==> config.mk <==
export PLATFORM = sky130hd
export DESIGN_NAME = ysyx_24120013_regfile_sb
export DESIGN_NICKNAME = d
export VERILOG_FILES = /design/src/rtl/ysyx_24120013_regfile_sb.sv
export SDC_FILE = /design/constraint.sdc
export NUM_CORES = 2
export LEC_CHECK = 0
export CAP_MARGIN = 20
export CORE_ASPECT_RATIO = 1.4
export CORE_MARGIN = 2
export CORE_UTILIZATION = 55
export DETAILED_ROUTE_END_ITERATION = 16
export PLACE_DENSITY = 0.72
export SYNTH_ARGS = -nofsm -noshare
export SYNTH_HDL_FRONTEND = slang
export SYNTH_SLANG_ARGS = --single-unit
==> constraint.sdc <==
create_clock -name clk -period 10.7 [get_ports clk]
set_input_delay 3.21 -clock clk [delete_from_list [all_inputs] [get_ports clk]]
set_output_delay 3.21 -clock clk [all_outputs]
set_load 0.02 [all_outputs]
==> src/rtl/ysyx_24120013_regfile_sb.sv <==
// GPR file with a per-register busy scoreboard for RAW hazard detection.
// NR_READ combinational read ports, one write port, optional write->read
// bypass. Register 0 reads as zero and is never busy.
module ysyx_24120013_regfile_sb #(
  parameter int ADDR_WIDTH = 5,
  parameter int DATA_WIDTH = 32,
  parameter int NR_READ    = 2,
  parameter int BYPASS     = 1
) (
  input  logic                           clk,
  input  logic                           rst,
  input  logic                           wen,
  input  logic [ADDR_WIDTH-1:0]          waddr,
  input  logic [DATA_WIDTH-1:0]          wdata,
  input  logic                           iss_valid,
  input  logic [ADDR_WIDTH-1:0]          iss_rd,
  input  logic                           flush,
  input  logic [NR_READ*ADDR_WIDTH-1:0]  raddr,
  output logic [NR_READ*DATA_WIDTH-1:0]  rdata,
  output logic [NR_READ-1:0]             rbusy,
  output logic [ADDR_WIDTH:0]            busy_cnt
);

  localparam int DEPTH = 2 ** ADDR_WIDTH;

  logic [DATA_WIDTH-1:0] rf [DEPTH];
  logic [DEPTH-1:0]      busy_q;
  logic [DEPTH-1:0]      busy_nxt;
  logic [ADDR_WIDTH:0]   cnt_nxt;
  logic [ADDR_WIDTH-1:0] ra;

  // Next busy vector: issue is applied last so it beats both a same-cycle
  // writeback and a flush (the issue belongs to the redirected stream).
  always_comb begin
    busy_nxt = busy_q;
    if (flush)
      busy_nxt = '0;
    else if (wen)
      busy_nxt[waddr] = 1'b0;
    if (iss_valid)
      busy_nxt[iss_rd] = 1'b1;
    busy_nxt[0] = 1'b0;
  end

  // Popcount of the next busy vector so busy_cnt tracks busy_q exactly.
  always_comb begin
    cnt_nxt = '0;
    for (int r = 1; r < DEPTH; r++)
      cnt_nxt = cnt_nxt + {{ADDR_WIDTH{1'b0}}, busy_nxt[r]};
  end

  // Scoreboard state and its registered population count.
  always_ff @(posedge clk or negedge rst) begin
    if (!rst) begin
      busy_q   <= '0;
      busy_cnt <= '0;
    end else begin
      busy_q   <= busy_nxt;
      busy_cnt <= cnt_nxt;
    end
  end

  // Register array; x0 is held at zero and never written.
  always_ff @(posedge clk or negedge rst) begin
    if (!rst) begin
      for (int r = 0; r < DEPTH; r++)
        rf[r] <= '0;
    end else if (wen && (waddr != '0)) begin
      rf[waddr] <= wdata;
    end
  end

  // Combinational read ports with optional same-cycle writeback forwarding.
  // Outputs are forced to zero while reset is asserted so a bypassed write
  // cannot leak out during reset.
  always_comb begin
    rdata = '0;
    rbusy = '0;
    ra    = '0;
    for (int i = 0; i < NR_READ; i++) begin
      ra = raddr[i*ADDR_WIDTH +: ADDR_WIDTH];
      if (rst && (ra != '0)) begin
        if ((BYPASS != 0) && wen && (waddr == ra)) begin
          rdata[i*DATA_WIDTH +: DATA_WIDTH] = wdata;
          rbusy[i]                          = 1'b0;
        end else begin
          rdata[i*DATA_WIDTH +: DATA_WIDTH] = rf[ra];
          rbusy[i]                          = busy_q[ra];
        end
      end
    end
  end

endmodule

* Yosys cells after proc, flatten, opt, wreduce, memory -nomap -nowiden *
Cells that the tools add are included.

storage, ports and cells
  word-level logic and storage cells = 121
  output and inout port bits = 72
  flip-flop bits (word level) = 1061
  input bits = 57

operators by class
  magnitude comparators = 10
  reductions and logical operators = 11
  bitwise gates (word level) = 6
  equal/unequal tests = 2
  multiplexer cells = 28
  add/sub/neg operators = 30

operators with widths
  operator                                             count
  bitwise mux 1024 bit                                 1
  two-way mux 32 bit                                   12
  binary-select mux 32 bit (select 5 bit)              2
  demux 32 bit (select 5 bit)                          1
  adder 6 x 1 -> 6 bit                                 25
  AND 32 bit                                           1
  NOT 32 bit                                           1
  bitwise OR 32 bit                                    1
  < comparator 5 x 6 -> 1 bit, second input constant   4
  >= comparator 6 bit, second input constant           3
  NOT 5 -> 6 bit                                       3
  nonzero test 5 bit                                   3
  binary-select mux 1 bit (select 5 bit)               2
  demux 1 bit (select 5 bit)                           2
  equality test 5 bit                                  2
  >= comparator 5 x 1 -> 1 bit, second input constant  2
  logical AND 1 bit                                    8
  two-way mux 1 bit                                    8
  adder 5 x 1 -> 6 bit                                 1
  < comparator 6 x 1 -> 1 bit, second input constant   1
  adder 4 x 1 -> 5 bit                                 1
  adder 3 x 1 -> 4 bit                                 1
  adder 2 x 1 -> 3 bit                                 1
  adder 1 x 1 -> 2 bit                                 1

* Logic depth before layout (Yosys ltp) *
  depth in word-level cells = 40
  depth in mapped cells = 23
  mapped depth without buffers = 21

* Worst setup path after synthesis *
OpenSTA, ideal clock, no wires.

  path type = input -> register
  start = input waddr[1]
  end = register busy_cnt[4]
  buffers on the path = 3
  required time = 10.620 ns
  arrival = 8.748 ns
  stages on the path = 23
  setup time = 0.080 ns
  slack = 1.872 ns
  cell sequence = clkbuf_1 -> or3b_2 -> clkbuf_1 -> nor2_2 -> buf_2 -> o32ai_1 -> inv_1 -> fa_1 -> fa_1 -> inv_1 -> fa_1 -> fa_1 -> inv_1 -> fa_1 -> inv_1 -> fa_1 -> inv_1 -> fa_1 -> inv_1 -> fa_1 -> a21o_1 -> a21oi_1 -> xnor2_1

between the ends
  elaborated cells between the ends (all ways) = 41
  those cells by class = add/sub: 30; order compare: 2; mux: 5; bitwise: 3; reduce/logical: 1

RTL lines
  item                                                                                               line  text
  start, declared                                                                                    13    input logic [ADDR_WIDTH-1:0] waddr,
  < comparator 5 x 6 -> 1 bit (implied by the code) or >= comparator 5 x 1 -> 1 bit (tied branches)  39    busy_nxt[waddr] = 1'b0;
  logical AND 1 bit (implied by the code)                                                            39
  two-way mux 1 bit (implied by the code)                                                            39
  demux 1 bit (select 5 bit) (*)                                                                     39
  NOT 32 bit (no line) (*)                                                                           n/a
  AND 32 bit (no line) (*)                                                                           n/a
  two-way mux 32 bit (*)                                                                             38    else if (wen)
  two-way mux 32 bit (*)                                                                             36    if (flush)
  bitwise OR 32 bit (no line)                                                                        n/a
  two-way mux 32 bit (*)                                                                             40    if (iss_valid)
  named net busy_nxt[28]                                                                             28    logic [DEPTH-1:0] busy_nxt;
  adder 6 x 1 -> 6 bit (*) (4 in series)                                                             49    cnt_nxt = cnt_nxt + {{ADDR_WIDTH{1'b0}}, busy_nxt[r]};
  named net cnt_nxt[4]                                                                               29    logic [ADDR_WIDTH:0] cnt_nxt;
  end signal, assigned                                                                               59    busy_cnt <= cnt_nxt;
  end, declared                                                                                      21    output logic [ADDR_WIDTH:0] busy_cnt

The timed path passes the listed nets; every way through them passes the cells marked *.
A chain may end at the register's enable or synchronous reset.

* Worst setup path after layout *
  start = input raddr[3]
  end = output rdata[1]

between the ends
  cells in the longest elaborated chain, start to end = 6
  elaborated cells between the ends (all ways) = 10
  those cells by class = eq/ne: 1; mux: 5; bitwise: 1; reduce/logical: 3

RTL lines
  item                                                    line  text
  start, declared                                         18    input logic [NR_READ*ADDR_WIDTH-1:0] raddr,
  NOT 5 -> 6 bit (implied by the code)                    87    rdata[i*DATA_WIDTH +: DATA_WIDTH] = rf[ra];
  binary-select mux 32 bit (select 5 bit)                 87
  two-way mux 32 bit (implied by the code) (2 in series)  87
  two-way mux 32 bit                                      83    if ((BYPASS != 0) && wen && (waddr == ra)) begin
  two-way mux 32 bit (*)                                  82    if (rst && (ra != '0)) begin
  end, declared                                           19    output logic [NR_READ*DATA_WIDTH-1:0] rdata,

Every way passes the cells marked *; elsewhere a longest branch is shown, timed or not. The select of a mux whose other input is x is not followed.

==> results by group <==
GRT
  – Largest net degree at the start of global routing: roughly 180
  – Vias in the first global route: between 30000 and 40000
  – First-pass GRT wire length: about 250 mm
  – Initial antenna violation count: 4
  – GRT Overall Usage: around a third
  – Total gr overflow: 0

Synth
  – Synth top area cells: dfrtp_1 (46%), mux4_2 (20%), mux2_2 (19%)
  – Adder-cell share of the synthesized area: less than 1%
  – Main synth FF type: dfrtp_1
  – Largest family of logic cells by synthesized area: multiplexers
  – Yosys warnings: 0
  – Synth Area in Compound Gates: about 4.4%
  – Post-synthesis mux area share: 42.75%
  – Synthesized flop and latch total: ~1100
  – Synth cell types: 56
  – Post-Synth Simple-Gate Area: 2.006%
  – Number of flops mapped to enable cells by yosys: 0
  – Sequential share of the synthesized area: 45.92%
  – Mapped Nets: 3941
  – Syn Inst Count: slightly below 4000
  – Top cell type by total area after synthesis: dfrtp_1
  – Syn Area/Cell: between 15 and 20 sq um
  – Post-synthesis cell area: between 50000 and 60000 sq um
  – Synth top area share: ~46%
  – Post-synth ARST share: 100.0%
  – Post-synthesis xor/xnor area fraction: less than 1%

Place
  – # port buffers: around 130
  – Final HPWL DP: approximately 95 mm
  – Placed Cells incl. Taps: 5013
  – RePlAce Congestion: about 0.83

Clocking
  – Clock Sinks: 1061
  – Post-CTS setup buffers: 0
  – H-tree levels: 3
  – Cts bufs inserted: 106
  – Root Driver: clkbuf_16
  – Hold-fix buffers at CTS: 0
  – Reg clk slew, reported paths: ~0.070 ns
  – Max Root-Sink Buffers: 3
  – CTS tree: yes
  – PostCTS Resize Cnt: 0
  – Clk Latency, worst-skew pair: between 0.7 and 0.8 ns

Route
  – WL/cell: between 30 and 40 um
  – DR pass1 iterations: 5
  – # DRC: 0
  – Via/cell ratio: about 7.0
  – DR iter-0 viols: between 3000 and 4000
  – Final ANT Viol Nets: 0
  – Vias: roughly 37000
  – Detailed Route WL: 171.4 mm

Timing
  – Setup Total Neg Slack: 0 ns
  – Worst-margin pin slew: 1.133 ns
  – Setup violators final: 0
  – Fmax achieved: a little over 100 MHz
  – Max Slew Vio Count: 0
  – RSZ-0062 raised after global routing: false
  – Crit path time final: roughly 10 ns
  – Skew final: ~0.015 ns
  – Final hold vios: 0
  – Worst rel slew slack: between 20 and 25%
  – Period utilization: ~93%

Outcome
  – Status: completed

Hold path
  – Worst Hold Class: reg -> reg

Worst setup path
  – R2r setup slk: 5.36 ns
  – Critical path class: in -> out
  – R2R depth: 19
  – Crit path launch: raddr[3]
  – CP startpoint kind: primary input
  – Critical Path RT: around 7.5 ns
  – Crit Reg-Reg Endpoint: busy_cnt[4]$_DFF_PN0_
  – Largest fanout on the critical path: 15
  – Capturing element type of the critical path: primary output
  – Critical path arrival: roughly 6.7 ns
  – Setup crit end: rdata[1]
  – Worst flop-to-flop path startpoint: busy_q[28]$_DFF_PN0_

Die
  – Initial Utilization: a little under three fifths
  – Die Y: 387.6 um
  – Placeable Area: about 100000 sq um
  – Die W: approximately 280 um
  – Io pins: between 100 and 150
  – Area of the die: 107800 sq um
  – # rows: 140

Cells and area
  – Share of cells above drive strength 1: 48.98%
  – Utilization after layout: ~62%
  – Nets: 3874
  – Area grow syn2layout: 11.34%
  – Fill cells: 7707
  – Most frequent cells in the layout: dfrtp_1 (1061), mux2_2 (996), mux4_2 (524)
  – Leading cell type in the layout, fill and taps excluded: dfrtp_1
  – Non-filler cells in the finished layout: approximately 5200

Power
  – Leakage: between 20 and 30 nW
  – Cell Pwr Density: 182.1 nW/um^2
  – VDD IR max: between 0.1 and 0.15 mV

Run
  – Max-cap violations: 0
## synthesized netlist by cell type (9+ instances only)
cell,number
dfrtp_1,1061
mux2_2,996
mux4_2,524
clkbuf_1,245
mux2i_1,170
a211oi_1,122
buf_2,117
and2_1,63
inv_1,61
o21ai_0,60
nand2_1,49
buf_1,46
a22oi_1,44
a211o_1,31
nor2_1,25
fa_1,23
and3_1,22
buf_4,22
a221oi_1,21
nand3_1,19
a22o_1,12
o32ai_1,12
buf_6,11
xnor2_1,11
nand3b_1,9
## cells by family (layout without fill, tap and decap cells)
kind of cell    Yosys count  count (layout)
compound gates          341             341
mux                    1690            1690
simple gates            215             215
xor+xnor                 13              13
other cells               0               3
flops                  1061            1061
fa+ha+maj                30              30
buf+inv                 504             527
## where the power goes
group | total [mW] | internal, mW | switching [mW]
clock network | 4.03 | 2.37 | 1.66
registers | 5.29 | 4.76 | 0.538
logic | 2.40 | 1.46 | 0.943
total | 11.7 | 8.59 | 3.14
## worst max-delay path, cell delays in order
cell             delay, ns
clkdlybuf4s50_1       0.76
xnor2_1               0.18
nand2_1               0.14
o211ai_1              0.72
buf_12                0.28
buf_4                 0.35
a211oi_1              0.09
a211o_1               0.38
clkdlybuf4s50_1       0.58
## through the flow
stage / power (mW) / hold slack, ns / cell area [sq um] / worst slack [ns]
after floorplan: 6.992 / 0.4413 / 57820 / 1.872
after global placement: 7.619 / 0.3765 / 60230 / 0.9101
after detailed placement: 7.734 / 0.3836 / 60260 / 0.8589
after CTS: 11.74 / 0.3980 / 64010 / 0.8567
after global routing: 12.18 / 0.4104 / 64370 / 0.7418
final: 11.72 / 0.4009 / 64380 / 0.7618
## worst min path at each step
stage / start / to / slack (ns) / depth (start not counted)
detailed placement: rf[996]$_DFFE_PN0P_ / rf[996]$_DFFE_PN0P_ / 0.38 / 0
floorplan: rf[1000]$_DFFE_PN0P_ / rf[1000]$_DFFE_PN0P_ / 0.44 / 1
global route: rf[1003]$_DFFE_PN0P_ / rf[1003]$_DFFE_PN0P_ / 0.41 / 0
global placement: rf[1020]$_DFFE_PN0P_ / rf[1020]$_DFFE_PN0P_ / 0.38 / 0
CTS: rf[999]$_DFFE_PN0P_ / rf[999]$_DFFE_PN0P_ / 0.40 / 0
finish: rf[999]$_DFFE_PN0P_ / rf[999]$_DFFE_PN0P_ / 0.40 / 0
## state kept, by name (all words and copies together) (netlist names)
signal,count
busy_q,31
busy_cnt,6
rf,1024
## cell type report
type	instances	area (sq um)	share of cell area [%]
Clock buffer	156	3182	4.943
Clock inverter	42	565.5	0.8785
Antenna cell	3	7.507	0.01166
Sequential cell	1061	26550	41.24
Inverter	63	239.0	0.3712
Timing Repair Buffer	266	2840	4.412
Tap cell	1349	1688	2.622
Multi-Input combinational cell	2289	29300	45.52
## routing by layer
layer	GRT usage (%)	part of all wire (%)	vias up	wire length [um]
met5	0	0.027	-	46
met4	15.95	5.5	8	9372
met3	6.006	7.7	491	13130
met2	51.73	48	1636	82720
met1	42.44	39	19900	66120
li1	-	-	14720	-
(Power assumes the default switching activity.)
